### src/rtl/board_io_pkg.sv
// rtl/board_io_pkg.sv - register word offsets and AHB transfer encodings for the board I/O responder
package board_io_pkg;

    localparam logic [2:0] REG_LEDR     = 3'd0;
    localparam logic [2:0] REG_LEDG     = 3'd1;
    localparam logic [2:0] REG_HEX      = 3'd2;
    localparam logic [2:0] REG_SW       = 3'd3;
    localparam logic [2:0] REG_KEY      = 3'd4;
    localparam logic [2:0] REG_KEY_EDGE = 3'd5;

    localparam logic [1:0] HTRANS_IDLE   = 2'b00;
    localparam logic [1:0] HTRANS_BUSY   = 2'b01;
    localparam logic [1:0] HTRANS_NONSEQ = 2'b10;
    localparam logic [1:0] HTRANS_SEQ    = 2'b11;

endpackage

### src/rtl/board_io_debounce.sv
// rtl/board_io_debounce.sv - 2-flop synchroniser with optional per-bit debounce counter (BOARD_IO_DEBOUNCE_EN)
module board_io_debounce #(
    parameter int WIDTH  = 1,
    parameter int CYCLES = 2,
    parameter bit INVERT = 1'b0
) (
    input  logic             clk,
    input  logic             rst,
    input  logic [WIDTH-1:0] raw,
    output logic [WIDTH-1:0] stable
);

    // Inverting instances reset their flops to the raw idle level so the accepted value starts at 0.
    localparam logic [WIDTH-1:0] SYNC_INIT = INVERT ? {WIDTH{1'b1}} : {WIDTH{1'b0}};

    if (CYCLES < 2) begin : g_cycles_check
        $error("board_io_debounce: CYCLES must be at least 2");
    end

    logic [WIDTH-1:0] sync1;
    logic [WIDTH-1:0] sync2;
    logic [WIDTH-1:0] sync_val;

    always_ff @(posedge clk) begin
        if (rst) begin
            sync1 <= SYNC_INIT;
            sync2 <= SYNC_INIT;
        end else begin
            sync1 <= raw;
            sync2 <= sync1;
        end
    end

    assign sync_val = INVERT ? ~sync2 : sync2;

`ifdef BOARD_IO_DEBOUNCE_EN
    localparam int CW = $clog2(CYCLES);

    logic [CW-1:0]    cnt [WIDTH];
    logic [WIDTH-1:0] acc;

    always_ff @(posedge clk) begin
        if (rst) begin
            acc <= '0;
            for (int i = 0; i < WIDTH; i++) cnt[i] <= '0;
        end else begin
            for (int i = 0; i < WIDTH; i++) begin
                if (sync_val[i] == acc[i]) begin
                    cnt[i] <= '0;
                end else if (cnt[i] == CW'(CYCLES - 1)) begin
                    acc[i] <= sync_val[i];
                    cnt[i] <= '0;
                end else begin
                    cnt[i] <= cnt[i] + 1'b1;
                end
            end
        end
    end

    assign stable = acc;
`else
    assign stable = sync_val;
`endif

endmodule

### src/rtl/ahb_lite_board_io.sv
// rtl/ahb_lite_board_io.sv - zero-wait AHB-Lite responder for board LEDs, HEX, switches and keys (BOARD_IO_DEBOUNCE_EN)
module ahb_lite_board_io
    import board_io_pkg::*;
#(
    parameter int DEBOUNCE_CYCLES = 1000000,
    parameter int N_SW            = 10,
    parameter int N_KEY           = 4
) (
    input  logic             HCLK,
    input  logic             HRESET,
    input  logic             HSEL,
    input  logic [31:0]      HADDR,
    input  logic [1:0]       HTRANS,
    input  logic             HWRITE,
    input  logic [2:0]       HSIZE,
    input  logic [31:0]      HWDATA,
    input  logic             HREADY,
    output logic [31:0]      HRDATA,
    output logic             HREADYOUT,
    output logic             HRESP,
    input  logic [N_SW-1:0]  SW_IN,
    input  logic [N_KEY-1:0] KEY_N_IN,
    output logic [17:0]      LEDR_OUT,
    output logic [8:0]       LEDG_OUT,
    output logic [23:0]      HEX_OUT
);

    logic             dp_valid;
    logic [2:0]       dp_addr;
    logic             dp_write;
    logic             wr;
    logic [17:0]      ledr;
    logic [8:0]       ledg;
    logic [23:0]      hex;
    logic [N_SW-1:0]  sw_acc;
    logic [N_KEY-1:0] key_acc;
    logic [N_KEY-1:0] key_prev;
    logic [N_KEY-1:0] key_edge;
    logic [N_KEY-1:0] key_clr;
    logic             unused_bits;

    assign HREADYOUT   = 1'b1;
    assign HRESP       = 1'b0;
    assign unused_bits = &{1'b0, HSIZE, HADDR[31:5], HADDR[1:0], HTRANS[0], HWDATA[31:24]};

    board_io_debounce #(.WIDTH(N_SW), .CYCLES(DEBOUNCE_CYCLES), .INVERT(1'b0)) u_sw (
        .clk    (HCLK),
        .rst    (HRESET),
        .raw    (SW_IN),
        .stable (sw_acc)
    );

    board_io_debounce #(.WIDTH(N_KEY), .CYCLES(DEBOUNCE_CYCLES), .INVERT(1'b1)) u_key (
        .clk    (HCLK),
        .rst    (HRESET),
        .raw    (KEY_N_IN),
        .stable (key_acc)
    );

    always_ff @(posedge HCLK) begin
        if (HRESET) begin
            dp_valid <= 1'b0;
            dp_addr  <= '0;
            dp_write <= 1'b0;
        end else begin
            dp_valid <= HSEL & HTRANS[1] & HREADY;
            if (HSEL & HTRANS[1] & HREADY) begin
                dp_addr  <= HADDR[4:2];
                dp_write <= HWRITE;
            end
        end
    end

    assign wr      = dp_valid & dp_write;
    assign key_clr = (wr && dp_addr == REG_KEY_EDGE) ? HWDATA[N_KEY-1:0] : '0;

    // A new edge is OR-ed in after the clear so a coincident W1C cannot drop it.
    always_ff @(posedge HCLK) begin
        if (HRESET) begin
            ledr     <= '0;
            ledg     <= '0;
            hex      <= '0;
            key_prev <= '0;
            key_edge <= '0;
        end else begin
            if (wr && dp_addr == REG_LEDR) ledr <= HWDATA[17:0];
            if (wr && dp_addr == REG_LEDG) ledg <= HWDATA[8:0];
            if (wr && dp_addr == REG_HEX)  hex  <= HWDATA[23:0];
            key_prev <= key_acc;
            key_edge <= (key_edge & ~key_clr) | (key_acc & ~key_prev);
        end
    end

    always_comb begin
        HRDATA = '0;
        if (dp_valid) begin
            case (dp_addr)
                REG_LEDR:     HRDATA[17:0]      = ledr;
                REG_LEDG:     HRDATA[8:0]       = ledg;
                REG_HEX:      HRDATA[23:0]      = hex;
                REG_SW:       HRDATA[N_SW-1:0]  = sw_acc;
                REG_KEY:      HRDATA[N_KEY-1:0] = key_acc;
                REG_KEY_EDGE: HRDATA[N_KEY-1:0] = key_edge;
                default:      HRDATA            = '0;
            endcase
        end
    end

    assign LEDR_OUT = ledr;
    assign LEDG_OUT = ledg;
    assign HEX_OUT  = hex;

endmodule

### config.mk
export PLATFORM = sky130hd
export DESIGN_NAME = ahb_lite_board_io
export DESIGN_NICKNAME = d
export VERILOG_FILES = /design/src/rtl/board_io_pkg.sv /design/src/rtl/board_io_debounce.sv /design/src/rtl/ahb_lite_board_io.sv
export SDC_FILE = /design/constraint.sdc
export NUM_CORES = 1
export LEC_CHECK = 0
export ABC_AREA = 1
export CELL_PAD_IN_SITES_DETAIL_PLACEMENT = 0
export CELL_PAD_IN_SITES_GLOBAL_PLACEMENT = 2
export CORE_AREA = 2 2 190 99
export CTS_BUF_LIST = sky130_fd_sc_hd__clkbuf_4 sky130_fd_sc_hd__clkbuf_8
export CTS_CLUSTER_DIAMETER = 200
export DETAILED_ROUTE_END_ITERATION = 10
export DIE_AREA = 0 0 192 101
export GPL_TIMING_DRIVEN = 1
export PLACE_DENSITY = 0.87
export SETUP_SLACK_MARGIN = 0.3
export SLEW_MARGIN = 20
export SYNTH_ARGS = -nofsm -noshare
export SYNTH_HDL_FRONTEND = slang
export SYNTH_SLANG_ARGS = --single-unit
### constraint.sdc
create_clock -name HCLK -period 1.86 [get_ports HCLK]
set_input_delay 0.372 -clock HCLK [delete_from_list [all_inputs] [get_ports HCLK]]
set_output_delay 0.372 -clock HCLK [all_outputs]
set_load 0.03 [all_outputs]
==> impl_metrics.py, run 1 <==
metrics = {
    "timing": {
        "period_needed_ns": 1.977,
        "skew_ns": 0.01330,
        "setup_violations": 23,
        "rsz0062_at_grt": "yes",
        "slew_violations": 0,
        "setup_ws_ns": -0.1167,
        "finalHoldViolations": 0,
        "fin_crit_sh_pct": 106.3,
        "hold_ws_ns": 0.3994,
        "fmaxAchievable_ghz": 0.5059,
    },
    "critical_path": {
        "worst-setup-path-type": "reg -> out",
        "cpMaxStageDelayCell": "dfxtp_4",
        "slowest_delay_ns": 0.41,
        "required_ns": 1.49,
        "path_cells": "buf_6, nor2_1, buf_4, nand3_1, nand2_1, nor2_2, a21oi_4, buf_12",
        "cp-end-kind": "output pin",
        "cp.buffers_inverters": 3,
        "critical_path.startpoint_type": "flip-flop",
        "crit_path_max_fanout": 4,
        "cp.arrival_ns": 1.60,
        "path_delay_family": "flip-flops",
    },
    "finish": {
        "final_common_cell": "dfxtp_1",
        "fin_nets": 770,
        "drive_gt1_share_pct": 41.34,
        "design_area_um2": 6615,
        "diodes": 0,
        "final_cell_mix": "dfxtp_1, nand2_1, nor2_1, nand3_1, clkdlybuf4s50_1",
        "syn_to_final_growth_pct": 72.61,
    },
    "floorplan": {
        "num_rows": 35,
        "die_x_um": 192,
        "dieArea_um2": 19390,
        "die_y_um": 101,
        "core-area_um2": 17870,
        "io_pins": 173,
        "start_util_pct": 21.45,
    },
    "power": {
        "power_density_nw_per_um2": 604.2,
        "vdd_drop_max_mv": 0.4092,
        "total_power_mw": 3.997,
        "p_leak_nw": 2.578,
    },
    "global_route": {
        "antenna_found_initial": 0,
        "grt_max_degree": 76,
        "grt_first_pass_wirelength_mm": 21.36,
        "grt.overflow.total": 0,
        "grtUsageTotal_pct": 14.83,
        "grt_pass1_vias": 3651,
    },
    "logic_synthesis": {
        "synthTopCellsByArea": "dfxtp_1, nand2_1, nand3_1",
        "syn-cell-area_um2": 3832,
        "synth_top_area_share_pct": 48.06,
        "ys_seq_area_share_pct": 48.06,
        "ys_ff_latch": 92,
        "yosys.area.top_type": "dfxtp_1",
        "yosysWarnings": 0,
        "synth_cells": 527,
        "ys_types": 23,
        "avgSynthCellArea_um2": 7.272,
    },
    "run_status": {
        "status": "finished with violations",
        "failed_checks": "negative setup slack",
    },
    "clock_tree": {
        "cts_buffers": 9,
        "numClockSinks": 92,
        "ctsHoldBuffers": 0,
        "insertion_delay_ns": 0.37,
        "clk_path_buf_depth": 2,
        "root_buffer": "clkbuf_8",
        "cts_tree": "yes",
        "clk_pin_slew_ns": 0.09,
        "cts_htree_levels": 3,
    },
    "route": {
        "dr.pass1.iters": 4,
        "postRouteAntennaNets": 0,
        "wl_met3_mm": 1.064,
        "drc": 0,
        "wl_met2_mm": 5.130,
        "routed_wl_mm": 14.11,
        "routed_via_density": 4.266,
        "top_layer": "met4",
        "wire_per_inst_um": 15.22,
        "drtIter0Drc": 255,
        "wl_met1_mm": 7.870,
        "vias": 3955,
    },
    "placement": {
        "place_area_um2": 5599,
        "dp_hpwl_mm": 10.08,
        "port_buffers": 121,
        "gp_congestion": 0.8057,
    },
    "hold_path": {
        "hold_path.class": "reg -> reg",
    },
    "job": {
        "cap_violations": 0,
    },
}
-- layout make-up --
class / instances / area (um2)
fillers: 1882 / 11250
multi-input cells: 355 / 2242
flip-flops and latches: 92 / 1862
repair buffers: 178 / 1792
well taps: 240 / 300.3
inverters: 46 / 212.7
clock buffers: 11 / 145.1
clock inverters: 5 / 61.31
-- timing repair --
item,CTS,global route
gates resized for setup,233,114
setup endpoints to repair,116,101
endpoints found under the hold margin,0,0
cloned,4,0
pin swaps,22,22
buffers inserted,16,2
-- power breakdown --
group,internal [mW],switching [mW]
sequential,2.01,0.0239
clock,0.676,0.737
combinational,0.271,0.281
total,2.96,1.04
-- tightest hold or removal path, stage by stage (launching register included) --
cell and delay (ns):
dfxtp_1 0.30, inv_1 0.04, nor2_1 0.03
-- worst paths after layout --
kind,slack [ns],cells after the start,to,from
worst min-delay path,0.40,2,u_sw.stable[1],u_sw.sync1[1]
worst max register to register,0.05,13,HEX_OUT[22],dp_addr[2]
worst min register to register,0.40,2,u_sw.stable[1],u_sw.sync1[1]
worst max-delay path,-0.12,8,HRDATA[1],dp_addr[1]
-- kinds of logic (layout without fill, tap and decap cells) --
family                 count (synthesis)  count (layout)  synth area share (%)
AOI/OAI and AO/OA                     75              75                 9.794
buffers and inverters                 88             240                 11.10
DFF                                   92              92                 48.06
other                                  2              10                0.1960
and+or+nand+nor                      270             270                 30.85
-- Yosys cell counts (all sizes together) --
cell      n
a21oi    58
buf      34
clkbuf    8
clkinv    2
conb      2
dfxtp    92
inv      44
nand2   111
nand3    62
nand4    12
nor2     77
o21ai    17
or2       8
-- per-layer routing --
metal	track usage, %	up-vias
met2	19.19	120
li1	-	1985
met3	4.490	5
met4	2.114	0
met5	0	-
met1	23.59	1845
-- stage by stage --
stage / instances / TNS, ns / worst slack [ns] / util [%]
finish: 927 / -1.585 / -0.1167 / 37.02
global route: 927 / -4.244 / -0.2061 / 37.02
CTS: 925 / -2.189 / -0.1447 / 36.31
detailed placement: 889 / 0 / 0.07473 / 31.34
global placement: 889 / 0 / 0.08962 / 31.34
floorplan: 535 / 0 / 0.2694 / -
-- state kept, by name (all words and copies together) (netlist names), 4 cells and up --
name         cells
HEX_OUT         24
LEDR_OUT        18
u_sw.stable     10
u_sw.sync1      10
LEDG_OUT         9
key_edge         4
key_prev         4
u_key.sync1      4
u_key.sync2      4
Power figures use the tool's default switching activity.
==> run 2, diff against run 1 <==
--- a/config.mk
+++ b/config.mk
@@ -8,13 +8,13 @@
 export ABC_AREA = 1
 export CELL_PAD_IN_SITES_DETAIL_PLACEMENT = 0
 export CELL_PAD_IN_SITES_GLOBAL_PLACEMENT = 2
-export CORE_AREA = 2 2 190 99
+export CORE_AREA = 2 2 182 95
 export CTS_BUF_LIST = sky130_fd_sc_hd__clkbuf_4 sky130_fd_sc_hd__clkbuf_8
 export CTS_CLUSTER_DIAMETER = 200
 export DETAILED_ROUTE_END_ITERATION = 10
-export DIE_AREA = 0 0 192 101
+export DIE_AREA = 0 0 184 97
 export GPL_TIMING_DRIVEN = 1
-export PLACE_DENSITY = 0.87
+export PLACE_DENSITY = 0.93
 export SETUP_SLACK_MARGIN = 0.3
 export SLEW_MARGIN = 20
 export SYNTH_ARGS = -nofsm -noshare
==> constraint.sdc (replaced) <==
create_clock -name HCLK -period 2.3 [get_ports HCLK]
set_input_delay 0.46 -clock HCLK [delete_from_list [all_inputs] [get_ports HCLK]]
set_output_delay 0.46 -clock HCLK [all_outputs]
set_load 0.03 [all_outputs]
==> run 2 against run 1 <==
  * Count of clock-buffer cells in the layout fell by 1
  * Largest cell class is now sequential cells
  * Register-to-register slack improved by 0.53 ns
  * Combinational power fell by 24%
  * Flip-flop and latch count did not move
  * The run now ends clean
  * Cell count fell by 5.1%
  * Sequential power fell by 19%
  * Highest routed layer unchanged
  * Global-route usage rose by 0.83 points
  * Critical endpoint is now HRDATA[7]
==> impl_metrics.py, run 2 (synthesized netlist as in run 1, its figures left out) <==
metrics = {
    "run_status": {
        "status": "finished, final reports clean",
    },
    "route": {
        "wire_per_inst_um": 15.79,
        "dr.pass1.iters": 5,
        "vias": 3920,
        "wl_met3_mm": 1.175,
        "postRouteAntennaNets": 0,
        "drtIter0Drc": 232,
        "wl_met1_mm": 7.134,
        "routed_via_density": 4.455,
        "wl_met2_mm": 5.463,
        "top_layer": "met4",
        "drc": 0,
        "routed_wl_mm": 13.89,
    },
    "power": {
        "power_density_nw_per_um2": 591.3,
        "p_leak_nw": 2.404,
        "total_power_mw": 3.489,
        "vdd_drop_max_mv": 0.2287,
    },
    "clock_tree": {
        "cts_htree_levels": 3,
        "cts_buffers": 9,
        "ctsHoldBuffers": 0,
        "insertion_delay_ns": 0.36,
        "root_buffer": "clkbuf_8",
        "clk_pin_slew_ns": 0.09,
        "clk_path_buf_depth": 2,
        "numClockSinks": 92,
        "cts_tree": "yes",
    },
    "timing": {
        "fin_crit_sh_pct": 96.25,
        "period_needed_ns": 2.214,
        "slew_headroom_pct": 62.37,
        "fmaxAchievable_ghz": 0.4517,
        "slew_violations": 0,
        "tightest_slew_ns": 0.5625,
        "finalHoldViolations": 0,
        "hold_ws_ns": 0.4035,
        "rsz0062_at_grt": "yes",
        "skew_ns": 0.01395,
        "setup_violations": 0,
    },
    "placement": {
        "gp_congestion": 0.8196,
        "placed_cells": 842,
        "place_area_um2": 5207,
        "dp_hpwl_mm": 9.610,
        "port_buffers": 121,
    },
    "critical_path": {
        "path_delay_family": "simple AND/OR/NAND/NOR gates",
        "worst-setup-path-type": "reg -> out",
        "cpMaxStageDelayCell": "dfxtp_4",
        "cp-end-kind": "output pin",
        "critical_path.startpoint_type": "flip-flop",
        "crit_path_max_fanout": 5,
        "required_ns": 1.84,
        "cp.arrival_ns": 1.75,
        "slowest_delay_ns": 0.38,
        "path_cells": "nor2_8, nand2_2, inv_2, buf_12, buf_12, nand2_1, nand2_1, nor2_1, nor2_1, buf_4",
        "cp.buffers_inverters": 4,
    },
    "global_route": {
        "antenna_found_initial": 2,
        "grt_max_degree": 37,
        "grt.overflow.total": 0,
        "grtUsageTotal_pct": 15.66,
        "grt_pass1_vias": 3786,
        "grt_first_pass_wirelength_mm": 21.21,
    },
    "job": {
        "cap_violations": 0,
    },
    "floorplan": {
        "start_util_pct": 23.80,
        "core-area_um2": 16100,
        "die_y_um": 97,
        "die_x_um": 184,
        "num_rows": 33,
        "dieArea_um2": 17850,
        "io_pins": 173,
    },
    "finish": {
        "fillers": 1682,
        "multiInputGateArea_um2": 1679,
        "finish.utilization_pct": 36.64,
        "drive_gt1_share_pct": 18.11,
        "syn_to_final_growth_pct": 53.97,
        "layoutNonFillerInstCount": 880,
        "final_common_cell": "nand2_1",
        "regArea_um2": 1854,
        "design_area_um2": 5901,
        "largest_reg_flops": 24,
        "fin_nets": 751,
        "final_cell_mix": "nand2_1, dfxtp_1, clkdlybuf4s50_1",
    },
    "hold_path": {
        "hold_path.class": "reg -> reg",
    },
}
-- run 2: cell types whose count changed in the layout (fill, tap and decap cells not counted), sizes merged, moves of 3 or more --
cell	change
clkdlybuf4s15	-15
clkbuf	-28
buf	-26
clkdlybuf4s50	+43
bufinv	+3
dlymetal6s2s	+7
-- run 2: worst register-to-register path, cell delays in order, from the launching register on --
cell     delay [ns]
dfxtp_2        0.46
nand2_1        0.20
inv_2          0.28
nand2_2        0.41
nand2_1        0.18
a21oi_1        0.07
-- run 2: final timing paths --
kind	endpoint	cells past startpoint	start	slack, ns
worst max-delay path	HRDATA[7]	10	dp_addr[2]	0.09
worst min-delay path	u_sw.stable[4]	2	u_sw.sync1[4]	0.40
worst max register to register	HEX_OUT[12]	5	dp_valid	0.58
worst min register to register	u_sw.stable[4]	2	u_sw.sync1[4]	0.40
-- run 2: timing repair --
action                                  4_1_cts  5_1_grt
setup buffers                                16        2
endpoints found under the setup margin       25       30
pin swaps                                    17        8
resized for setup                            61       19
cloned                                        2        0
-- run 2: routing by layer --
metal / vias to the layer above / track usage [%]
met5: - / 0
met4: 0 / 3.200
met3: 12 / 5.572
met2: 176 / 21.77
met1: 1799 / 22.93
li1: 1933 / -
-- run 2: power breakdown --
| group | internal, mW | leakage (nW) | switching (mW) | total (mW) |
|---|---|---|---|---|
| combinational | 0.211 | 1.52 | 0.209 | 0.420 |
| clock | 0.846 | 0.130 | 0.581 | 1.43 |
| sequential | 1.62 | 0.751 | 0.0182 | 1.64 |
-- run 2: area by class of cell --
cell class              instances  area share (%)
flip-flops and latches         92           31.42
multi-input cells             355           28.46
repair buffers                159           27.97
well taps                     210           4.453
inverters                      46           3.075
clock inverters                 6           2.311
clock buffers                  10           2.226
diodes                          2         0.08482
-- run 2: stage by stage --
step / TNS [ns] / setup slack [ns]
2_1_floorplan: 0 / 0.3425
3_3_place_gp: 0 / 0.2089
3_5_place_dp: 0 / 0.2189
4_1_cts: 0 / 0.07066
5_1_grt: -0.01100 / -0.01100
6_report: 0 / 0.08618
==> run 3, diff against run 2 <==
--- a/config.mk
+++ b/config.mk
@@ -6,6 +6,7 @@
 export NUM_CORES = 1
 export LEC_CHECK = 0
 export ABC_AREA = 1
+export CAP_MARGIN = 10
 export CELL_PAD_IN_SITES_DETAIL_PLACEMENT = 0
 export CELL_PAD_IN_SITES_GLOBAL_PLACEMENT = 2
 export CORE_AREA = 2 2 182 95
@@ -13,7 +14,6 @@
 export CTS_CLUSTER_DIAMETER = 200
 export DETAILED_ROUTE_END_ITERATION = 10
 export DIE_AREA = 0 0 184 97
-export GPL_TIMING_DRIVEN = 1
 export PLACE_DENSITY = 0.93
 export SETUP_SLACK_MARGIN = 0.3
 export SLEW_MARGIN = 20
==> results of run 3 <==
Final layout, timing and power as in run 2 (identical DEF).
